`src/rtl/mode_led_indicator_if.sv`:
```
// Mode request / LED status bundle for mode_led_indicator.
// Led_duty is present only when LED_PWM_EN is defined.
interface mode_led_indicator_if #(
    parameter int unsigned NUM_MODES = 5,
    parameter int unsigned MODE_W    = 3
);
    logic [MODE_W-1:0]    Mode;
    logic [NUM_MODES-1:0] Led_Mode;
    logic                 Busy;
    logic                 Mode_err;
`ifdef LED_PWM_EN
    logic [7:0]           Led_duty;

    modport master (output Mode, output Led_duty, input Led_Mode, input Busy, input Mode_err);
    modport slave  (input Mode, input Led_duty, output Led_Mode, output Busy, output Mode_err);
`else
    modport master (output Mode, input Led_Mode, input Busy, input Mode_err);
    modport slave  (input Mode, output Led_Mode, output Busy, output Mode_err);
`endif
endinterface

```
`src/rtl/mode_led_indicator.sv`:
```
// Front-panel mode indicator: one-hot LED drive that blinks the new mode on every change.
// Define LED_PWM_EN to add Led_duty brightness control through a free-running 8-bit PWM.
module mode_led_indicator #(
    parameter int unsigned NUM_MODES   = 5,
    parameter int unsigned MODE_W      = 3,
    parameter int unsigned BLINK_DIV   = 4,
    parameter int unsigned BLINK_COUNT = 2
) (
    input  logic                Fg_clk,
    input  logic                Reset,
    mode_led_indicator_if.slave mode_if
);
    localparam int unsigned      DIV_W     = $clog2(BLINK_DIV) + 1;
    localparam int unsigned      BLK_W     = $clog2(BLINK_COUNT + 1) + 1;
    localparam logic [MODE_W:0]  NUM_M     = (MODE_W + 1)'(NUM_MODES);
    localparam logic [DIV_W-1:0] DIV_LAST  = DIV_W'(BLINK_DIV - 1);
    localparam logic [BLK_W-1:0] BLINK_TOT = BLK_W'(BLINK_COUNT);

    typedef enum logic [1:0] {STEADY, BLK_OFF, BLK_ON} state_t;

    state_t               r_state, w_state_nxt;
    logic [MODE_W-1:0]    r_cur_mode, w_cur_nxt, w_eff_mode;
    logic [DIV_W-1:0]     r_div_cnt, w_div_nxt;
    logic [BLK_W-1:0]     r_blink_cnt, w_blink_nxt;
    logic                 r_busy, w_busy_nxt;
    logic                 r_err;
    logic [NUM_MODES-1:0] r_led, w_led_nxt, w_led_drv;
    logic                 w_mode_bad;

    assign w_mode_bad = ({1'b0, mode_if.Mode} >= NUM_M);
    assign w_eff_mode = w_mode_bad ? '0 : mode_if.Mode;

    // A mode change takes priority over phase timing and restarts the sequence.
    always_comb begin
        w_state_nxt = r_state;
        w_cur_nxt   = r_cur_mode;
        w_div_nxt   = r_div_cnt;
        w_blink_nxt = r_blink_cnt;
        w_busy_nxt  = r_busy;
        if (w_eff_mode != r_cur_mode) begin
            w_cur_nxt = w_eff_mode;
            if (BLINK_COUNT != 0) begin
                w_state_nxt = BLK_OFF;
                w_div_nxt   = '0;
                w_blink_nxt = '0;
                w_busy_nxt  = 1'b1;
            end
        end else begin
            case (r_state)
                BLK_OFF: begin
                    if (r_div_cnt == DIV_LAST) begin
                        w_state_nxt = BLK_ON;
                        w_div_nxt   = '0;
                    end else begin
                        w_div_nxt = r_div_cnt + 1'b1;
                    end
                end
                BLK_ON: begin
                    if (r_div_cnt == DIV_LAST) begin
                        w_div_nxt   = '0;
                        w_blink_nxt = r_blink_cnt + 1'b1;
                        if (w_blink_nxt == BLINK_TOT) begin
                            w_state_nxt = STEADY;
                            w_busy_nxt  = 1'b0;
                        end else begin
                            w_state_nxt = BLK_OFF;
                        end
                    end else begin
                        w_div_nxt = r_div_cnt + 1'b1;
                    end
                end
                default: ;
            endcase
        end
        // LED level follows the next phase: dark only while heading into BLK_OFF.
        w_led_nxt = (w_state_nxt == BLK_OFF) ? '0 : (NUM_MODES'(1) << w_cur_nxt);
    end

`ifdef LED_PWM_EN
    logic [7:0] r_pwm_cnt;
    logic       w_pwm_on;

    assign w_pwm_on  = (r_pwm_cnt < mode_if.Led_duty);
    assign w_led_drv = w_pwm_on ? w_led_nxt : '0;

    always_ff @(posedge Fg_clk) begin
        if (Reset) r_pwm_cnt <= '0;
        else       r_pwm_cnt <= r_pwm_cnt + 8'd1;
    end
`else
    assign w_led_drv = w_led_nxt;
`endif

    always_ff @(posedge Fg_clk) begin
        if (Reset) begin
            r_state     <= STEADY;
            r_cur_mode  <= '0;
            r_div_cnt   <= '0;
            r_blink_cnt <= '0;
            r_busy      <= 1'b0;
            r_err       <= 1'b0;
            r_led       <= NUM_MODES'(1);
        end else begin
            r_state     <= w_state_nxt;
            r_cur_mode  <= w_cur_nxt;
            r_div_cnt   <= w_div_nxt;
            r_blink_cnt <= w_blink_nxt;
            r_busy      <= w_busy_nxt;
            r_err       <= w_mode_bad;
            r_led       <= w_led_drv;
        end
    end

    assign mode_if.Led_Mode = r_led;
    assign mode_if.Busy     = r_busy;
    assign mode_if.Mode_err = r_err;
endmodule

```
`src/flat_wrapper.sv`:
```
// flat-port wrapper written by rule: the top's interface ports become plain ports
module mode_led_indicator_flat 
#(
    parameter int unsigned NUM_MODES   = 5,
    parameter int unsigned MODE_W      = 3,
    parameter int unsigned BLINK_DIV   = 4,
    parameter int unsigned BLINK_COUNT = 2
)
  (Fg_clk, Reset, mode_if_Mode, mode_if_Led_Mode, mode_if_Busy, mode_if_Mode_err);
  mode_led_indicator_if #(.NUM_MODES(NUM_MODES), .MODE_W(MODE_W)) mode_if_i ();
  input  logic Fg_clk;
  input  logic Reset;
  input wire logic [$bits(mode_if_i.Mode)-1:0] mode_if_Mode;
  output wire logic [$bits(mode_if_i.Led_Mode)-1:0] mode_if_Led_Mode;
  output wire logic [$bits(mode_if_i.Busy)-1:0] mode_if_Busy;
  output wire logic [$bits(mode_if_i.Mode_err)-1:0] mode_if_Mode_err;
  assign mode_if_i.Mode = mode_if_Mode;
  assign mode_if_Led_Mode = mode_if_i.Led_Mode;
  assign mode_if_Busy = mode_if_i.Busy;
  assign mode_if_Mode_err = mode_if_i.Mode_err;
  mode_led_indicator #(.NUM_MODES(NUM_MODES), .MODE_W(MODE_W), .BLINK_DIV(BLINK_DIV), .BLINK_COUNT(BLINK_COUNT)) u_core (.Fg_clk(Fg_clk), .Reset(Reset), .mode_if(mode_if_i));
endmodule
```
`config.mk`:
```
export PLATFORM = sky130hd
export DESIGN_NAME = mode_led_indicator_flat
export DESIGN_NICKNAME = d
export VERILOG_FILES = /design/src/rtl/mode_led_indicator_if.sv /design/src/rtl/mode_led_indicator.sv /design/src/flat_wrapper.sv
export SDC_FILE = /design/constraint.sdc
export NUM_CORES = 1
export LEC_CHECK = 0
export CAP_MARGIN = 20
export CORE_MARGIN = 2
export CORE_UTILIZATION = 45
export DETAILED_ROUTE_END_ITERATION = 7
export PLACE_DENSITY = 0.81
export SYNTH_ARGS = -nofsm -noshare
export SYNTH_HDL_FRONTEND = slang
export SYNTH_SLANG_ARGS = --single-unit
```
`constraint.sdc`:
```
create_clock -name Fg_clk -period 3.5 [get_ports Fg_clk]
set_input_delay 0.7 -clock Fg_clk [delete_from_list [all_inputs] [get_ports Fg_clk]]
set_output_delay 0.7 -clock Fg_clk [all_outputs]
set_load 0.02 [all_outputs]
```
Yosys cells after proc, flatten, opt, wreduce, memory -nomap -nowiden
Index checks and enable logic that the tools add are counted.
- bitwise logic cells: 0
- divide/modulo/power cells: 0
- multipliers: 0
- reduce and logical (&&, ||, !) cells: 8
- $lt $le $gt $ge: 1
- eq/ne operators: 6
- shifts and indexed selects: 1
- $add $sub $neg: 2
- muxes and demuxes: 13
- operators with widths (kind ; count):
    $mux 3 ; 3
    $add 3x1->3 const B ; 2
    $eq 3x2->1 const B ; 2
    $mux 1 ; 6
    $mux 2 ; 3
    $reduce_bool 2->1 ; 3
    $reduce_or 2->1 ; 3
    $shl 1x3->5 const A ; 1
    $eq 2x1->1 const B ; 2
    $pmux 2 s2 ; 1
    $ge 3x3->1 const B ; 1
    $ne 3x3->1 ; 1
    $reduce_and 3->1 ; 1
    $eq 2x2->1 const B ; 1
    $reduce_and 2->1 ; 1
- logic and storage cells: 39
- latch bits: 0
- memories: 0
- ROM bits: 0
- RAM bits: 0
- bits in registers: 18
- output and inout port bits: 7
- bits of input ports: 5

Depth between registers and ports, before layout
Gate-level depths: netlist of run 1.
- depth after elaboration: 8
- mapped depth: 7
- depth with buffers taken out: 7

Least setup slack after synthesis of run 1
Ideal clock, no wire load.
- kind: input port to flip-flop
- start point: input mode_if_Mode[1]
- end point: register u_core.r_led[1], in the netlist u_core.mode_if.Led_Mode[1]
- cell stages on the path: 5
- slack: 1714 ps
- setup time: 78 ps
- data arrival time: 1708 ps
- required time: 3422 ps
- cells stage by stage: xor2_1 > or4_1 > nand3_2 > o211ai_2 > nor3_1
- cells in the longest elaborated chain, start to end: 6
- ends and longest elaborated chain (item ; RTL line ; source):
    start, declared ; flat_wrapper.sv:13 ; input wire logic [$bits(mode_if_i.Mode)-1:0] mode_if_Mode;
    $ge 3x3->1 ; mode_led_indicator.sv:30 ; assign w_mode_bad = ({1'b0, mode_if.Mode} >= NUM_M);
    $mux 3 * ; mode_led_indicator.sv:31 ; assign w_eff_mode = w_mode_bad ? '0 : mode_if.Mode;
    $ne 3x3->1 ; mode_led_indicator.sv:40 ; if (w_eff_mode != r_cur_mode) begin
    $mux 2 ; mode_led_indicator.sv:40 ;
    $eq 2x1->1 ; mode_led_indicator.sv:76 ; w_led_nxt = (w_state_nxt == BLK_OFF) ? '0 : (NUM_MODES'(1) << w_cur_nxt);
    $reduce_or 2->1 (no line) ; n/a ;
    end signal, assigned ; mode_led_indicator.sv:110 ; r_led <= w_led_drv;
    end, declared ; mode_led_indicator.sv:27 ; logic [NUM_MODES-1:0] r_led, w_led_nxt, w_led_drv;
Every way passes the cells marked *; elsewhere a longest branch is shown, timed or not.
A chain may end at the register's enable or synchronous reset.

Worst setup path in the final report of run 1
- start point: input mode_if_Mode[1]
- end point: register u_core.r_led[2], in the netlist u_core.mode_if.Led_Mode[2]
Same word-level chain as after synthesis.

==> impl_metrics.yaml, run 1 <==
floorplanning:
  rows: 14
  die_x_um: 45.25
  dieArea_sq_um: 2048
  coreArea_sq_um: 1559
  start_util: 0.4912
  chipHeight_um: 45.25
  io_pins: 12
worst_hold_path:
  hold_class: "reg2reg"
  holdPathStages: 2
place:
  gp_congestion: 0.7421
  place_area_sq_um: 895.9
  dp_hpwl_um: 1051
  pre_cts_ws_ps: 1050
  numPortBuffers: 11
yosys:
  synth_area_leaders: "dfxtp_1 47%, ha_1 8.2%, nor2_1 7.4%"
  yosys_warnings: 0
  ys_seq_elements: 18
  syn_area_per_cell_sq_um: 9.226
  synth_compound_area_frac: 0.1046
  netlist_area_sq_um: 765.7
  synth_top_area_share: 0.4706
  synth-xor-area-share: 0.06863
  synth.distinct_cells: 24
  synthCells: 83
  synth_top_family_by_area: "simple AND/OR/NAND/NOR gates"
  synth-simple-area-share: 0.2141
  yosysSeqAreaShare: 0.4706
  synth.net_count: 93
  yosys.area_share.adder: 0.08170
  synth_top_cell_by_area: "dfxtp_1"
  synthMuxAreaShare: 0.02614
finish:
  drive_gt1_frac: 0.07216
  antennaDiodeCount: 0
  area_growth_pct: 19.93
  final_area_sq_um: 918.4
  finalNetCount: 109
  multi_input_area_sq_um: 379.1
  final_core_utilization: 0.5891
  fillers: 151
  ff_latch_area_sq_um: 360.3
clock_network:
  htreeDepth: 1
  clk_latency_ps: 280
  cts_hold_buffers: 0
  numCtsBuffers: 3
  cts_root_buffer: "clkbuf_4"
  post_cts_buffers: 0
  clock-sinks: 18
  cts_tree: "done"
  cts-resized-gates: 0
  clk_path_buf_depth: 2
  clk_pin_slew_ps: 90
critical_path:
  path_class: "in2reg"
  start_kind: "primary input"
  r2r_cells: 6
  cp.arrival_ps: 2360
  cp.required_ps: 3710
  end_kind: "register"
  critPathMaxFanout: 5
grt:
  overflow: 0
  grt.total_usage: 0.1614
  grt_pass1_wl_um: 2304
  first_global_vias: 579
  grt_max_degree: 10
  grt_antenna_before_repair: 0
sta:
  max_freq_ghz: 0.4658
  finalCritPeriodShare: 0.6134
  worst_slew_pin_slew_ps: 349.7
  max_slew_margin: 0.7664
  setup_viol: 0
  hold_viol: 0
  skew_ps: 5.337
  fin_ws_ps: 1353
  tns_ps: 0
  slew_viol_final: 0
  min_period_ps: 2147
  rsz0062_at_grt: "no"
job:
  max-cap-violations: 0
detailed_routing:
  drc: 0
  drt-vias-per-instance: 5.230
  via_count: 591
  routedWlPerCell_um: 11.88
  wl_um: 1342
  drt_iter0_markers: 10
  first_pass_iters: 3
  final_antenna_net_count: 0
pwr:
  vdd_drop_max_mv: 0.1913
  leakage_nw: 0.3666
  powerDensity_nw_per_um2: 389.4
  p_total_w: 0.0003576
run_status:
  outcome: "finished clean"
==> power breakdown <==
group / internal [W] / switching [W] / total (W)
logic: 0.0000213 / 0.0000257 / 0.0000469
registers: 0.000211 / 0.00000392 / 0.000215
clock network: 0.0000400 / 0.0000555 / 0.0000955
total: 0.000272 / 0.0000851 / 0.000358
==> cells in the mapped netlist <==
cell      instances
nor4b_1           1
or4_1             2
o211ai_2          1
xor2_1            3
nor2b_1           1
or2b_1            1
a211oi_2          1
nand3_2           1
nand2_2           1
mux2i_1           2
nand2b_1          1
o21bai_1          1
a21oi_1           3
nor2_1           15
nand2_1           4
a22oi_1           1
and2_1            1
nor3_1            4
o21ai_0           5
inv_1             7
dfxtp_1          18
ha_1              5
xnor2_1           3
nand4_1           1
==> registers in the layout, indices dropped and copies added, names as in the netlist <==
signal and flops:
u_core.r_state 2, u_core.r_cur_mode 3, u_core.r_blink_cnt 3, u_core.mode_if.Led_Mode 5, u_core.mode_if.Busy 1, u_core.r_div_cnt 3
u_core.mode_if.Mode_err 1
==> area by class of cell <==
type,instances,share of cell area
repair buffers,11,0.1199
inverters,7,0.02861
well taps,16,0.02180
multi-input cells,58,0.4128
clock buffers,3,0.02452
flip-flops and latches,18,0.3924
==> worst paths after layout <==
path	from	end	slack, ps
max	mode_if_Mode[1]	u_core.mode_if.Led_Mode[2]$_SDFF_PP0_	1350
min	u_core.r_div_cnt[2]$_SDFFE_PP0N_	u_core.r_div_cnt[2]$_SDFFE_PP0N_	490
max reg2reg	u_core.r_state[0]$_SDFF_PP0_	u_core.mode_if.Led_Mode[2]$_SDFF_PP0_	1740
min reg2reg	u_core.r_div_cnt[2]$_SDFFE_PP0N_	u_core.r_div_cnt[2]$_SDFFE_PP0N_	490
==> kinds of logic after synthesis <==
logic type	count (synthesis)
AO/OA/AOI/OAI	12
XOR/XNOR	6
adder cells (fa/ha/maj)	5
buffers and inverters	7
flip-flops	18
multiplexers	2
AND/OR/NAND/NOR	33
==> stage by stage <==
step                instances  hold WS (ps)
floorplan                  83         441.7
global placement          110         459.0
detailed placement        110         480.2
CTS                       113         495.4
global route              113         536.1
finish                    113         491.6
==> cells in the final DEF (no fill, tap or decap), types with 2 or more instances in the layout <==
cell type,Yosys,routed
dfxtp_1,18,18
or4_1,2,2
inv_1,7,7
nor3_1,4,4
clkbuf_4,0,3
xor2_1,3,3
clkdlybuf4s50_1,0,11
ha_1,5,5
a21oi_1,3,3
nand2_1,4,4
o21ai_0,5,5
mux2i_1,2,2
nor2_1,15,15
xnor2_1,3,3
==> per-layer routing <==
metal,up-vias,share of wire,GRT usage
met5,-,0,0
met4,0,0.016,0.08824
met3,4,0.038,0.05200
met2,12,0.50,0.2657
met1,271,0.45,0.1836
li1,304,-,-
==> critical path: stages <==
cell and delay, ps:
clkdlybuf4s50_1 500, xor2_1 200, or4_1 490, nand3_2 140
o211ai_2 140, nor3_1 190
Power figures use the tool's default switching activity.
==> run 2, diff against run 1 <==
clock period = 2 ns   (was 3.5 ns; I/O delays follow)
==> impl_metrics.yaml, run 2 (synthesis results as in run 1) <==
sta:
  setup_viol: 0
  slew_viol_final: 0
  max_slew_margin: 0.7418
  max_freq_ghz: 0.5537
  fin_hold_ws_ps: 476.4
  worst_slew_pin_slew_ps: 386.5
  skew_ps: 1.879
  hold_viol: 0
  finalCritPeriodShare: 0.9030
  rsz0062_at_grt: "no"
  min_period_ps: 1806
critical_path:
  crit_path_top_delay_cell: "or4_1"
  r2r_cells: 6
  critPathMaxFanout: 5
  end_kind: "register"
  start_kind: "primary input"
  cp.arrival_ps: 2020
  slowest_delay_ps: 490
  path_cells: "clkdlybuf4s50_1, xor2_1, or4_1, nand3_2, o211ai_2, nor3_1"
  reg2reg_to: "u_core.mode_if.Led_Mode[3]$_SDFF_PP0_"
  cp.required_ps: 2220
  path_class: "in2reg"
  startpoint: "mode_if_Mode[1]"
  critical_path_buf_inv_count: 1
  worstReg2RegStart: "u_core.r_state[0]$_SDFF_PP0_"
  r2r_slack_ps: 230
  critPathTopFamily: "simple AND/OR/NAND/NOR gates"
grt:
  overflow: 0
  grt_max_degree: 10
  grt_pass1_wl_um: 2318
  first_global_vias: 612
  grt_antenna_before_repair: 0
  grt.total_usage: 0.1613
clock_network:
  cts_hold_buffers: 0
  htreeDepth: 1
  clk_latency_ps: 290
  cts_root_buffer: "clkbuf_4"
  cts-resized-gates: 0
  clock-sinks: 18
  cts_tree: "done"
  clk_path_buf_depth: 2
  numCtsBuffers: 3
  clk_pin_slew_ps: 90
  post_cts_buffers: 0
worst_hold_path:
  hold_path_end: "u_core.r_div_cnt[2]$_SDFFE_PP0N_"
  hold_class: "reg2reg"
  hp-start: "u_core.r_div_cnt[2]$_SDFFE_PP0N_"
  holdPathStages: 2
finish:
  ff_latch_area_sq_um: 360.3
  final_common_cell: "dfxtp_1"
  fin_cells: 118
  finalNetCount: 114
  multi_input_area_sq_um: 379.1
  fillers: 136
  antennaDiodeCount: 0
  largest_reg_flops: 5
  area_growth_pct: 24.84
  drive_gt1_frac: 0.1176
  final_cell_mix: "18 x dfxtp_1, 15 x nor2_1, 11 x clkdlybuf4s50_1"
detailed_routing:
  wl_um: 1327
  final_antenna_net_count: 0
  via_count: 615
  routedWlPerCell_um: 11.25
  drc: 0
  first_pass_iters: 2
  drt_iter0_markers: 7
  drt-vias-per-instance: 5.212
floorplanning:
  start_util: 0.4912
  rows: 14
  coreArea_sq_um: 1559
  chipHeight_um: 45.25
  die_x_um: 45.25
  io_pins: 12
  dieArea_sq_um: 2048
pwr:
  p_seq_frac: 0.585
  powerDensity_nw_per_um2: 672.6
  vdd_drop_max_mv: 0.4721
  power.share.switching: 0.2461
  pwr-share-comb: 0.142
  leakage_nw: 0.3907
  pwr-share-clk: 0.273
  p_switching_w: 0.0001582
  p_total_w: 0.0006430
  internal_power_w: 0.0004847
job:
  max-cap-violations: 0
place:
  numPortBuffers: 11
  gp_congestion: 0.7880
  dp_hpwl_um: 1054
  dp_cells: 115
run_status:
  outcome: "finished clean"
run 2: cell count changes in the layout (fill, tap and decap cells not counted), sizes merged:
cell / before / now
buf: 0 / 5
run 2: cell type report:
cell class | count | area share
Clock buffer | 3 | 0.02356
Multi-Input combinational cell | 58 | 0.3966
Inverter | 7 | 0.02749
Timing Repair Buffer | 16 | 0.1545
Sequential cell | 18 | 0.3770
Tap cell | 16 | 0.02094
run 2: power groups by stage:
stage	logic (W)	clock network, W	registers (W)
finish	0.0000911	0.000176	0.000376
detailed placement	0.0000912	0	0.000385
global placement	0.0000892	0	0.000384
global route	0.0000999	0.000196	0.000378
CTS	0.0000916	0.000181	0.000376
floorplan	0.0000418	0	0.000391
run 2: worst max-delay path by stage:
stage / slack, ps / depth (start not counted) / to
2_1_floorplan: 450 / 6 / u_core.mode_if.Led_Mode[1]$_SDFF_PP0_
4_1_cts: 200 / 6 / u_core.mode_if.Led_Mode[3]$_SDFF_PP0_
6_report: 190 / 6 / u_core.mode_if.Led_Mode[3]$_SDFF_PP0_
5_1_grt: 30 / 6 / u_core.mode_if.Led_Mode[3]$_SDFF_PP0_
3_5_place_dp: -110 / 6 / u_core.mode_if.Led_Mode[3]$_SDFF_PP0_
3_3_place_gp: -20 / 6 / u_core.mode_if.Led_Mode[3]$_SDFF_PP0_
run 2: worst reg2reg max path, cell delays in order, from the launching register on:
cell and delay, ps:
dfxtp_1 390, inv_1 60, ha_1 370, nor4b_1 360
a22oi_1 170, o211ai_2 240, nor3_1 80
run 2: stage by stage:
stage / setup slack, ps / instance area, sq um / util / setup TNS, ps
final: 194.1 / 955.9 / 0.6132 / 0
after global routing: 30.97 / 955.9 / 0.6132 / 0
after CTS: 203.0 / 955.9 / 0.6132 / 0
after detailed placement: -111.5 / 933.4 / 0.5987 / -327.1
after global placement: -24.56 / 933.4 / 0.5987 / -80.93
after floorplan: 445.8 / 765.7 / - / 0
run 2: metal layers:
metal	GRT usage	share of wire	up-vias
met5	0	0	-
met4	0.1235	0.028	0
met3	0.02800	0.024	5
met2	0.2714	0.51	12
met1	0.1782	0.44	282
li1	-	-	316
